==> config.mk <==
export PLATFORM = sky130hd
export DESIGN_NAME = pipeline_hazard_ctrl
export DESIGN_NICKNAME = d
export VERILOG_FILES = /design/src/rtl/pipeline_pkg.sv /design/src/rtl/muldiv_timer.sv /design/src/rtl/pipeline_hazard_ctrl.sv
export SDC_FILE = /design/constraint.sdc
export NUM_CORES = 1
export LEC_CHECK = 0
export CORE_ASPECT_RATIO = 1.5
export CORE_MARGIN = 8
export CORE_UTILIZATION = 47
export CTS_BUF_LIST = sky130_fd_sc_hd__clkbuf_4 sky130_fd_sc_hd__clkbuf_8
export DETAILED_ROUTE_END_ITERATION = 7
export PLACE_DENSITY = 0.93
export SLEW_MARGIN = 30
export SYNTH_ARGS = -nofsm -noshare
export SYNTH_HDL_FRONTEND = slang
export SYNTH_SLANG_ARGS = --single-unit
==> constraint.sdc <==
create_clock -name clk -period 3.2 [get_ports clk]
set_input_delay 0.64 -clock clk [delete_from_list [all_inputs] [get_ports clk]]
set_output_delay 0.64 -clock clk [all_outputs]
set_load 0.05 [all_outputs]
==> src/rtl/pipeline_pkg.sv <==
// Shared constants and encodings for the pipeline sequencing controller:
// next-PC source codes, mul/div tracker states and the register-number width.
package pipeline_pkg;

  localparam int REG_W = 5;

  localparam logic [1:0] PC_SEL_SEQ = 2'b00;
  localparam logic [1:0] PC_SEL_BR  = 2'b01;
  localparam logic [1:0] PC_SEL_JMP = 2'b10;

  typedef enum logic {
    IDLE = 1'b0,
    BUSY = 1'b1
  } muldiv_state_t;

endpackage

==> src/rtl/muldiv_timer.sv <==
// Tracks occupancy of the multi-cycle mul/div unit and pulses done in the
// last busy cycle, when the result becomes valid.
module muldiv_timer
  import pipeline_pkg::*;
#(
  parameter int MULDIV_CYCLES = 32
) (
  input  logic clk,
  input  logic rst_n,
  input  logic start,
  output logic busy,
  output logic done
);

  localparam logic [5:0] LOAD_VALUE = 6'(MULDIV_CYCLES - 1);

  muldiv_state_t state, state_next;
  logic [5:0]    count, count_next;

  always_ff @(posedge clk) begin
    if (!rst_n) begin
      state <= IDLE;
      count <= '0;
    end else begin
      state <= state_next;
      count <= count_next;
    end
  end

  // A start seen while BUSY cannot be legal (the issuer is stalled in ID),
  // so it is simply not looked at in that state.
  always_comb begin
    state_next = state;
    count_next = count;
    busy       = 1'b0;
    done       = 1'b0;
    case (state)
      IDLE: begin
        if (start) begin
          state_next = BUSY;
          count_next = LOAD_VALUE;
        end
      end
      BUSY: begin
        busy = 1'b1;
        if (count == 6'd0) begin
          done       = 1'b1;
          state_next = IDLE;
        end else begin
          count_next = count - 6'd1;
        end
      end
    endcase
  end

endmodule

==> src/rtl/pipeline_hazard_ctrl.sv <==
// Pipeline sequencing controller: load-use and HI/LO interlocks, branch/jump
// redirection and the saturating stall performance counter.
module pipeline_hazard_ctrl
  import pipeline_pkg::*;
#(
  parameter int MULDIV_CYCLES = 32,
  parameter int STALL_CNT_W   = 16
) (
  input  logic                   clk,
  input  logic                   rst_n,
  input  logic [REG_W-1:0]       rs_id,
  input  logic [REG_W-1:0]       rt_id,
  input  logic                   uses_rs_id,
  input  logic                   uses_rt_id,
  input  logic                   hilo_use_id,
  input  logic                   jump_id,
  input  logic                   mem_read_ex,
  input  logic [REG_W-1:0]       wr_reg_ex,
  input  logic                   branch_taken_ex,
  input  logic                   muldiv_start_ex,
  output logic                   keep_pc,
  output logic                   keep_if_id,
  output logic                   reset_if_id,
  output logic                   bubble_id_ex,
  output logic [1:0]             pc_sel,
  output logic                   muldiv_busy,
  output logic                   muldiv_done,
  output logic [STALL_CNT_W-1:0] stall_count
);

  logic timer_busy;
  logic timer_done;
  logic load_use;
  logic hilo_stall;
  logic stall;
  logic stall_cycle;

  muldiv_timer #(
    .MULDIV_CYCLES(MULDIV_CYCLES)
  ) u_muldiv_timer (
    .clk  (clk),
    .rst_n(rst_n),
    .start(muldiv_start_ex),
    .busy (timer_busy),
    .done (timer_done)
  );

  assign load_use = mem_read_ex && (wr_reg_ex != '0) &&
                    ((uses_rs_id && (rs_id == wr_reg_ex)) ||
                     (uses_rt_id && (rt_id == wr_reg_ex)));

  // The result is valid in the done cycle, so a waiting mfhi goes through then.
  assign hilo_stall = hilo_use_id && timer_busy && !timer_done;
  assign stall      = load_use || hilo_stall;

  assign muldiv_busy = timer_busy && rst_n;
  assign muldiv_done = timer_done && rst_n;

  // A taken branch wins over everything: the ID instruction is on the wrong path.
  always_comb begin
    keep_pc      = 1'b0;
    keep_if_id   = 1'b0;
    reset_if_id  = 1'b0;
    bubble_id_ex = 1'b0;
    pc_sel       = PC_SEL_SEQ;
    stall_cycle  = 1'b0;
    if (rst_n) begin
      if (branch_taken_ex) begin
        pc_sel       = PC_SEL_BR;
        reset_if_id  = 1'b1;
        bubble_id_ex = 1'b1;
      end else if (stall) begin
        keep_pc      = 1'b1;
        keep_if_id   = 1'b1;
        bubble_id_ex = 1'b1;
        stall_cycle  = 1'b1;
      end else if (jump_id) begin
        pc_sel      = PC_SEL_JMP;
        reset_if_id = 1'b1;
      end
    end
  end

  always_ff @(posedge clk) begin
    if (!rst_n) begin
      stall_count <= '0;
    end else if (stall_cycle && (stall_count != '1)) begin
      stall_count <= stall_count + 1'b1;
    end
  end

endmodule

Word-level counts from Yosys, hierarchy flattened:

Index checks and enable logic that the tools add are counted.

* reduce and logical (&&, ||, !) cells: 15
* multiplexer cells: 22
* add/subtract/negate cells: 2
* bitwise logic cells: 1
* equality and inequality tests: 5

Operators by type and width (count)
* $add A16 B1 Y16 const B: 1
* $ne A16 B16 Y1 const B: 1
* $mux W1: 14
* $mux W6: 2
* $pmux W6 S2: 1
* $eq A5 B5 Y1: 2
* $logic_and A1 B1 Y1: 9
* $mux W2: 4
* $logic_not A6 Y1: 1
* $sub A6 B1 Y6 const B: 1
* $reduce_bool A5 Y1: 1
* $ne A2 B2 Y1 const B: 2
* $logic_or A1 B1 Y1: 2
* $pmux W1 S2: 1
* $reduce_and A2 Y1: 1
* $logic_not A1 Y1: 1
* $not A1 Y1: 1

* flip-flop bits (word level): 23
* input port bits: 24
* word-level logic and storage cells: 48
* output and inout bits: 24

Longest topological paths before layout:

Gate-level depths: netlist (run 1).

* word-level depth: 10
* mapped depth: 8
* depth with buffers taken out: 8

Hierarchy:

From an unflattened synthesis (run 1), not the netlist that was laid out.

* cell total of the unflattened synthesis: 170
* area, all modules: 1388.8 µm²

Modules (own cells, without submodules)
* pipeline_hazard_ctrl: cells an instance 124, area each 984.7 µm², times used 1, seq. area each 320.3 µm²
* muldiv_timer: cells an instance 46, area each 404.1 µm², times used 1, seq. area each 140.1 µm²

Worst setup path before layout (run 1):

No wires, ideal clock.

* path kind: in2out
* start: input port wr_reg_ex[2]
* end: output port keep_pc
* setup slack: -51 ps
* stages on the path: 7
* required time: 2560 ps
* arrival time: 2611 ps
* path through: xnor2_1 nand4_1 o22ai_1 a21boi_2 buf_4 nor2_1 buf_4

* longest elaborated chain between the ends: 8
* elaborated cells on any way between the ends: 12
* those cells by class: eq/ne (2); mux (3); reduce/logical (7)

RTL lines
* start, declared: RTL line pipeline_hazard_ctrl.sv:18 `input logic [REG_W-1:0] wr_reg_ex,`
* $eq A5 B5 Y1 (on tied branches): RTL line pipeline_hazard_ctrl.sv:49, pipeline_hazard_ctrl.sv:50
* $logic_and A1 B1 Y1 (on tied branches): RTL line pipeline_hazard_ctrl.sv:49, pipeline_hazard_ctrl.sv:50
* $logic_or A1 B1 Y1: RTL line pipeline_hazard_ctrl.sv:49 `((uses_rs_id && (rs_id == wr_reg_ex)) ||`
* $logic_and A1 B1 Y1 (*): RTL line pipeline_hazard_ctrl.sv:48 `assign load_use = mem_read_ex && (wr_reg_ex != '0) &&`
* $logic_or A1 B1 Y1 (*): RTL line pipeline_hazard_ctrl.sv:54 `assign stall = load_use || hilo_stall;`
* $mux W1 (*) (3 in a row)
* end, declared: RTL line pipeline_hazard_ctrl.sv:21 `output logic keep_pc,`

Mark *: on every way between the ends. The rest lies on a longest branch, timed or not.

Worst setup path in the final report (run 1):

* start: input port wr_reg_ex[1]
* end: output port bubble_id_ex

* longest elaborated chain between the ends: 8
* elaborated cells on any way between the ends: 12
* those cells by class: eq/ne (2); mux (3); reduce/logical (7)

RTL lines
* $eq A5 B5 Y1 (on tied branches): RTL line pipeline_hazard_ctrl.sv:49, pipeline_hazard_ctrl.sv:50
* $logic_and A1 B1 Y1 (on tied branches): RTL line pipeline_hazard_ctrl.sv:49, pipeline_hazard_ctrl.sv:50
* $logic_or A1 B1 Y1: RTL line pipeline_hazard_ctrl.sv:49
* $logic_and A1 B1 Y1 (*): RTL line pipeline_hazard_ctrl.sv:48
* $logic_or A1 B1 Y1 (*): RTL line pipeline_hazard_ctrl.sv:54
* $mux W1 (*): RTL line pipeline_hazard_ctrl.sv:72 `end else if (stall) begin`
* $mux W1 (*): RTL line pipeline_hazard_ctrl.sv:68 `if (branch_taken_ex) begin`
* $mux W1 (*): RTL line pipeline_hazard_ctrl.sv:67 `if (rst_n) begin`
* end, declared: RTL line pipeline_hazard_ctrl.sv:24 `output logic bubble_id_ex,`

Marked as above.

==> results.json, run 1 <==
{
  "synth_top_flop_cell": "dfxtp_1",
  "wl_per_cell_um": 16.3,
  "io_buffers": 47,
  "p_sw_uw": 189,
  "cts_root_buf": "clkbuf_8",
  "num_vias": 1521,
  "worstSetupPathType": "in2out",
  "yosys-top-cells-area": "dfxtp_1 (33%), xnor2_1 (6.9%), a21oi_1 (5.4%)",
  "diodes": 0,
  "drt_iter0_drc": 52,
  "fmaxAchievable_mhz": 319,
  "htree_levels": 1,
  "netSwitchingFraction_pct": 28.5,
  "grt-ovfl-total": 0,
  "synth.largest_area_cell": "dfxtp_1",
  "synthCells": 169,
  "synth_compound_area_share_pct": 22.4,
  "grt_pass1_vias": 1579,
  "synth_xor_area_share_pct": 9.40,
  "synth_fa_ha_area_share_pct": 2.69,
  "tritoncts": "built",
  "synth_area_um2": 1400,
  "slew_viol_final": 0,
  "period_minus_slack_ns": 3.14,
  "max_slew.worst_pin.slew_ns": 0.581,
  "synth_seq_cells": 23,
  "clock_path_buffers": 2,
  "internal_power_uw": 474,
  "totalWireLength_um": 4280,
  "area_growth_pct": 47.2,
  "ios": 48,
  "nets": 252,
  "drc_errors": 0,
  "finClkSkew_ns": 0.00165,
  "seq_area_um2": 460,
  "cp-end-kind": "output port",
  "hpwl_um": 3340,
  "ys_types": 45,
  "worstPathBufferInverterCount": 3,
  "slew_headroom_pct": 60.9,
  "hold_path_depth": 2,
  "p_comb_share_pct": 24.8,
  "grt_usage_pct": 17.5,
  "placed_cells": 259,
  "setup_viol": 0,
  "rsz0062_at_grt": "yes",
  "cp_slowest_cell": "or4_1",
  "power_density_nw_per_um2": 322,
  "multi_input_area_um2": 908,
  "hp-start": "stall_count[14]$_SDFFE_PN0P_",
  "final_core_util_pct": 71.4,
  "fillers": 230,
  "worstSetupStartpointType": "input port",
  "p_leak_uw": 0.000717,
  "ys.warnings.count": 0,
  "cts_buffers": 3,
  "synth_simple_gate_area_share_pct": 27.7,
  "ys_async_sr_fraction_pct": 0,
  "rr_endpoint": "stall_count[12]$_SDFFE_PN0P_",
  "synthTopCellsByCount": "dfxtp_1 (23), nand2_1 (17), a21oi_1 (15)",
  "pwr-share-clk_pct": 28.6,
  "critical-path-top-delay-family": "buffers and inverters",
  "post-route-period-util_pct": 98.0,
  "synth.avg_cell_area_um2": 8.27,
  "clock-sinks": 23,
  "num_rows": 24,
  "synthMostInstantiatedCell": "dfxtp_1",
  "status": "complete, no violations",
  "worstPathArrival_ns": 2.50,
  "ff2ff_path_depth": 8,
  "clkLatencyLatePin_ns": 0.26,
  "start_util_pct": 48.5,
  "hp-class": "reg2reg",
  "muxShareOfSynthArea_pct": 1.43,
  "ir_worst_vdd_uv": 353,
  "whs_endpoint": "stall_count[14]$_SDFFE_PN0P_",
  "grt_max_degree": 13,
  "critical_path.max_stage_delay_ns": 0.53,
  "postCtsSetupRepairBufs": 0,
  "power_frac_seq_pct": 46.7,
  "final_cells": 263,
  "grt_pass1_wl_um": 6890,
  "path_cells": "clkdlybuf4s50_1 -> or4_1 -> o21a_1 -> a21boi_2 -> buf_6 -> a21oi_1 -> buf_4",
  "antenna_left": 0,
  "finalHoldViolCount": 0,
  "drive_gt1_share_pct": 15.6,
  "synth_top_family_by_area": "simple AND/OR/NAND/NOR gates",
  "cp_max_fo": 11,
  "die-area_um2": 5010,
  "rrSetupSlack_ns": 0.89,
  "r2r_start": "u_muldiv_timer.count[0]$_SDFFE_PN0P_",
  "die_y_um": 82.8,
  "setup_tns_ns": 0,
  "dr.pass1.iters": 5,
  "maxCapViolations": 0,
  "synth_enable_flop_cells": 0,
  "ys_seq_area_share_pct": 32.9,
  "required_ns": 2.56,
  "cts.reportedPaths.clkPinSlew_ns": 0.08,
  "antenna_found_initial": 0,
  "core_area_um2": 2880,
  "gp_congestion": 0.825,
  "totalPowerFinal_uw": 663,
  "dieWidth_um": 60.5,
  "vias_per_cell": 5.78,
  "syn-num-nets": 196,
  "synth_top_area_share_pct": 32.9
}
==> metal layers <==
layer | GRT usage (%) | wire length, µm | vias to the layer above
li1 | - | - | 738
met1 | 16.8 | 1560 | 702
met2 | 32.6 | 2180 | 69
met3 | 5.71 | 432 | 12
met4 | 8.20 | 101 | 0
met5 | 0 | 0 | -
==> placed cells by master, fill, tap and decap left out, drive strengths merged, types with 4 or more instances in the layout <==
cell type / n
dfxtp: 23
o21ai: 5
o21a: 4
or4: 7
nor3: 4
xnor2: 11
nand2: 17
o31ai: 6
nand4: 7
a21oi: 17
xor2: 4
inv: 6
clkdlybuf4s50: 39
nand3: 5
buf: 16
clkbuf: 4
or3: 5
nor2: 13
==> flip-flops by register name, summed over array words and instances (netlist names) <==
signal	flops
stall_count	16
u_muldiv_timer.count	6
u_muldiv_timer.state	1
==> how the worst max path moves through the flow <==
stage / start / endpoint / slack, ns / depth (start not counted)
floorplan: wr_reg_ex[1] / reset_if_id / 0.07 / 6
global placement: wr_reg_ex[2] / bubble_id_ex / 0.08 / 9
detailed placement: wr_reg_ex[2] / bubble_id_ex / 0.06 / 9
CTS: wr_reg_ex[2] / bubble_id_ex / 0.04 / 9
global route: wr_reg_ex[3] / bubble_id_ex / -0.02 / 7
finish: wr_reg_ex[1] / bubble_id_ex / 0.06 / 7
==> through the flow <==
stage / hold slack, ns / setup WS [ns] / cell area, µm²
final: 0.494 / 0.0639 / 2060
after global routing: 0.512 / -0.0246 / 2060
after CTS: 0.496 / 0.0389 / 2040
after detailed placement: 0.485 / 0.0576 / 1990
after global placement: 0.471 / 0.0846 / 1990
after floorplan: 0.461 / 0.0739 / 1410
==> worst reg2reg max path, cell delays in order, from the launching register on <==
cell	delay (ns)
dfxtp_1	0.35
inv_1	0.09
ha_1	0.15
or4b_4	0.49
o211ai_1	0.35
a21boi_2	0.29
buf_6	0.17
nor2_1	0.06
o221a_2	0.25
==> layout make-up <==
type	count	share of cell area (%)
tap	39	2.37
timing repair buffer	55	27.4
sequential	23	22.4
inverter	7	1.28
multi-input combinational	135	44.2
clock buffer	4	2.37
==> cell families (layout without fill, tap and decap cells) <==
family                     count (synthesis)  count (layout)
and+or+nand+nor                           70              70
muxes                                      2               2
DFF                                       23              23
AOI/OAI and AO/OA                         45              45
adders and majority gates                  3               3
xor gates and xnor gates                  15              15
buffers and inverters                     11              66
==> power groups by stage <==
stage | clock network (µW) | logic (µW) | registers, µW
after floorplan | 0 | 86.5 | 314
final | 189 | 164 | 309
after global placement | 0 | 155 | 314
after CTS | 190 | 160 | 308
after detailed placement | 0 | 159 | 315
after global routing | 203 | 176 | 311
==> repair_timing <==
action | CTS | global route
endpoints found under the setup margin | 0 | 4
resized for setup | 0 | 4
hold buffers | 0 | 0
No activity file was read; power rests on OpenSTA's default activity.
==> inputs of run 2 (changes only) <==
--- a/config.mk
+++ b/config.mk
@@ -10,6 +10,7 @@
 export CORE_UTILIZATION = 47
 export CTS_BUF_LIST = sky130_fd_sc_hd__clkbuf_4 sky130_fd_sc_hd__clkbuf_8
 export DETAILED_ROUTE_END_ITERATION = 7
+export HOLD_SLACK_MARGIN = 0.05
 export PLACE_DENSITY = 0.93
 export SLEW_MARGIN = 30
 export SYNTH_ARGS = -nofsm -noshare
==> results of run 2 <==
Same layout as run 1: the final DEF is identical, and so are final timing and power.
==> inputs of run 3 (changes only) <==
--- a/config.mk
+++ b/config.mk
@@ -7,11 +7,11 @@
 export LEC_CHECK = 0
 export CORE_ASPECT_RATIO = 1.5
 export CORE_MARGIN = 8
-export CORE_UTILIZATION = 47
+export CORE_UTILIZATION = 40
 export CTS_BUF_LIST = sky130_fd_sc_hd__clkbuf_4 sky130_fd_sc_hd__clkbuf_8
 export DETAILED_ROUTE_END_ITERATION = 7
 export HOLD_SLACK_MARGIN = 0.05
-export PLACE_DENSITY = 0.93
+export PLACE_DENSITY = 0.82
 export SLEW_MARGIN = 30
 export SYNTH_ARGS = -nofsm -noshare
 export SYNTH_HDL_FRONTEND = slang
==> results.json, run 3 (synthesis results as in run 1) <==
{
  "worstSetupStartpointType": "input port",
  "cts_root_buf": "clkbuf_8",
  "fillers": 308,
  "clock-sinks": 23,
  "drt_iter0_drc": 55,
  "layout_common_cells": "clkdlybuf4s50_1 (39), dfxtp_1 (23), nand2_1 (17)",
  "dr.pass1.iters": 5,
  "slew_headroom_pct": 64.1,
  "rsz0062_at_grt": "no",
  "final_cells": 265,
  "post-route-period-util_pct": 97.8,
  "postCtsSetupRepairBufs": 0,
  "area_growth_pct": 45.7,
  "num_rows": 26,
  "core_area_um2": 3380,
  "r2r_start": "u_muldiv_timer.count[0]$_SDFFE_PN0P_",
  "totalWireLength_um": 3930,
  "maxCapViolations": 0,
  "critical_path.max_stage_delay_ns": 0.55,
  "worstSetupPathType": "in2out",
  "largest_reg_flops": 16,
  "hp-start": "stall_count[14]$_SDFFE_PN0P_",
  "grt-ovfl-total": 0,
  "required_ns": 2.56,
  "clkLatencyLatePin_ns": 0.27,
  "wl_per_cell_um": 14.8,
  "highest_layer": "met4",
  "gp_congestion": 0.796,
  "antenna_found_initial": 0,
  "pwr-share-clk_pct": 28.7,
  "finalHoldViolCount": 0,
  "tritoncts": "built",
  "drc_errors": 0,
  "seq_area_um2": 460,
  "slew_viol_final": 0,
  "ir_worst_vdd_uv": 293,
  "netSwitchingFraction_pct": 29.2,
  "num_vias": 1460,
  "grt_pass1_vias": 1401,
  "holdBufCountCts": 0,
  "drive_gt1_share_pct": 13.9,
  "cts_buffers": 3,
  "die_y_um": 88.4,
  "top_regs": "stall_count (16), u_muldiv_timer.count (6), u_muldiv_timer.state (1)",
  "finClkSkew_ns": 0.00687,
  "cp_slowest_cell": "or4_1",
  "whs_endpoint": "stall_count[14]$_SDFFE_PN0P_",
  "dieWidth_um": 64.3,
  "nets": 251,
  "rr_endpoint": "stall_count[12]$_SDFFE_PN0P_",
  "htree_levels": 1,
  "setup_tns_ns": 0,
  "path_cells": "clkdlybuf4s50_1 -> or4_1 -> o21a_1 -> a21boi_2 -> a21oi_1 -> nor2_1 -> buf_12",
  "power_frac_seq_pct": 47.2,
  "power_density_nw_per_um2": 320,
  "antenna_left": 0,
  "cts_resized": 0,
  "setup_viol": 0,
  "hpwl_um": 3130,
  "ios": 48,
  "p_comb_share_pct": 24.1,
  "ff2ff_path_depth": 9,
  "grt_max_degree": 15,
  "grt_usage_pct": 13.4,
  "final_common_cell": "clkdlybuf4s50_1",
  "status": "complete, no violations",
  "cp-end-kind": "output port",
  "clock_path_buffers": 2,
  "period_minus_slack_ns": 3.13,
  "regMostFlops": "stall_count",
  "max_slew.worst_pin.slew_ns": 0.534,
  "io_buffers": 47,
  "dr_wl_met2_um": 2220,
  "p_sw_uw": 190,
  "start_util_pct": 41.3,
  "grt_pass1_wl_um": 6200,
  "diodes": 0,
  "rrSetupSlack_ns": 0.80,
  "worstPathArrival_ns": 2.49,
  "fmaxAchievable_mhz": 320,
  "wl_met1_um": 1480,
  "hp-class": "reg2reg",
  "p_leak_uw": 0.000704,
  "multi_input_area_um2": 896,
  "internal_power_uw": 462,
  "met3WireLength_um": 156,
  "totalPowerFinal_uw": 652,
  "hold_path_depth": 2,
  "die-area_um2": 5680,
  "placed_cells": 260,
  "cp_max_fo": 3,
  "vias_per_cell": 5.51,
  "cts.reportedPaths.clkPinSlew_ns": 0.08
}
==> run 3: power groups by stage <==
stage                     Sequential, µW  Clock [µW]  Combinational [µW]
after global placement               314           0                 152
after detailed placement             314           0                 156
after global routing                 310         204                 171
final                                308         187                 157
after CTS                            308         193                 157
after floorplan                      314           0                86.5
==> run 3: worst max-delay path by stage <==
| stage | from | to | slack, ns | cells after the start |
|---|---|---|---|---|
| after global placement | wr_reg_ex[1] | bubble_id_ex | 0.10 | 7 |
| after detailed placement | wr_reg_ex[1] | reset_if_id | 0.07 | 7 |
| final | wr_reg_ex[1] | reset_if_id | 0.07 | 7 |
| after global routing | wr_reg_ex[1] | reset_if_id | 0.01 | 7 |
| after floorplan | wr_reg_ex[1] | reset_if_id | 0.07 | 6 |
| after CTS | wr_reg_ex[1] | reset_if_id | 0.07 | 7 |
==> run 3: per-stage QoR <==
stage	worst slack, ns	hold WS, ns	cell area [µm²]	util (%)
floorplan	0.0739	0.461	1410	-
global placement	0.102	0.465	1980	58.5
detailed placement	0.0686	0.487	1980	58.5
CTS	0.0694	0.502	2030	60.0
global route	0.0147	0.527	2040	60.2
finish	0.0711	0.493	2040	60.2
==> run 3: layout make-up <==
cell class / count / area share, %
Inverter: 7 / 1.29
Timing Repair Buffer: 54 / 27.1
Multi-Input combinational cell: 135 / 44.0
Clock inverter: 1 / 0.369
Sequential cell: 23 / 22.6
Clock buffer: 3 / 2.03
Tap cell: 42 / 2.58
==> run 3: per-layer routing <==
| metal | up-vias | global-route usage [%] |
|---|---|---|
| li1 | 737 | - |
| met1 | 684 | 13.3 |
| met2 | 33 | 26.4 |
| met3 | 6 | 2.03 |
| met4 | 0 | 5.98 |
| met5 | - | 0 |
==> run 3: worst max-delay path: cells and delay by family <==
family | cells | cell delay [ns]
and+or+nand+nor | 2 | 0.73
AOI/OAI and AO/OA | 3 | 0.48
buffers and inverters | 2 | 0.63
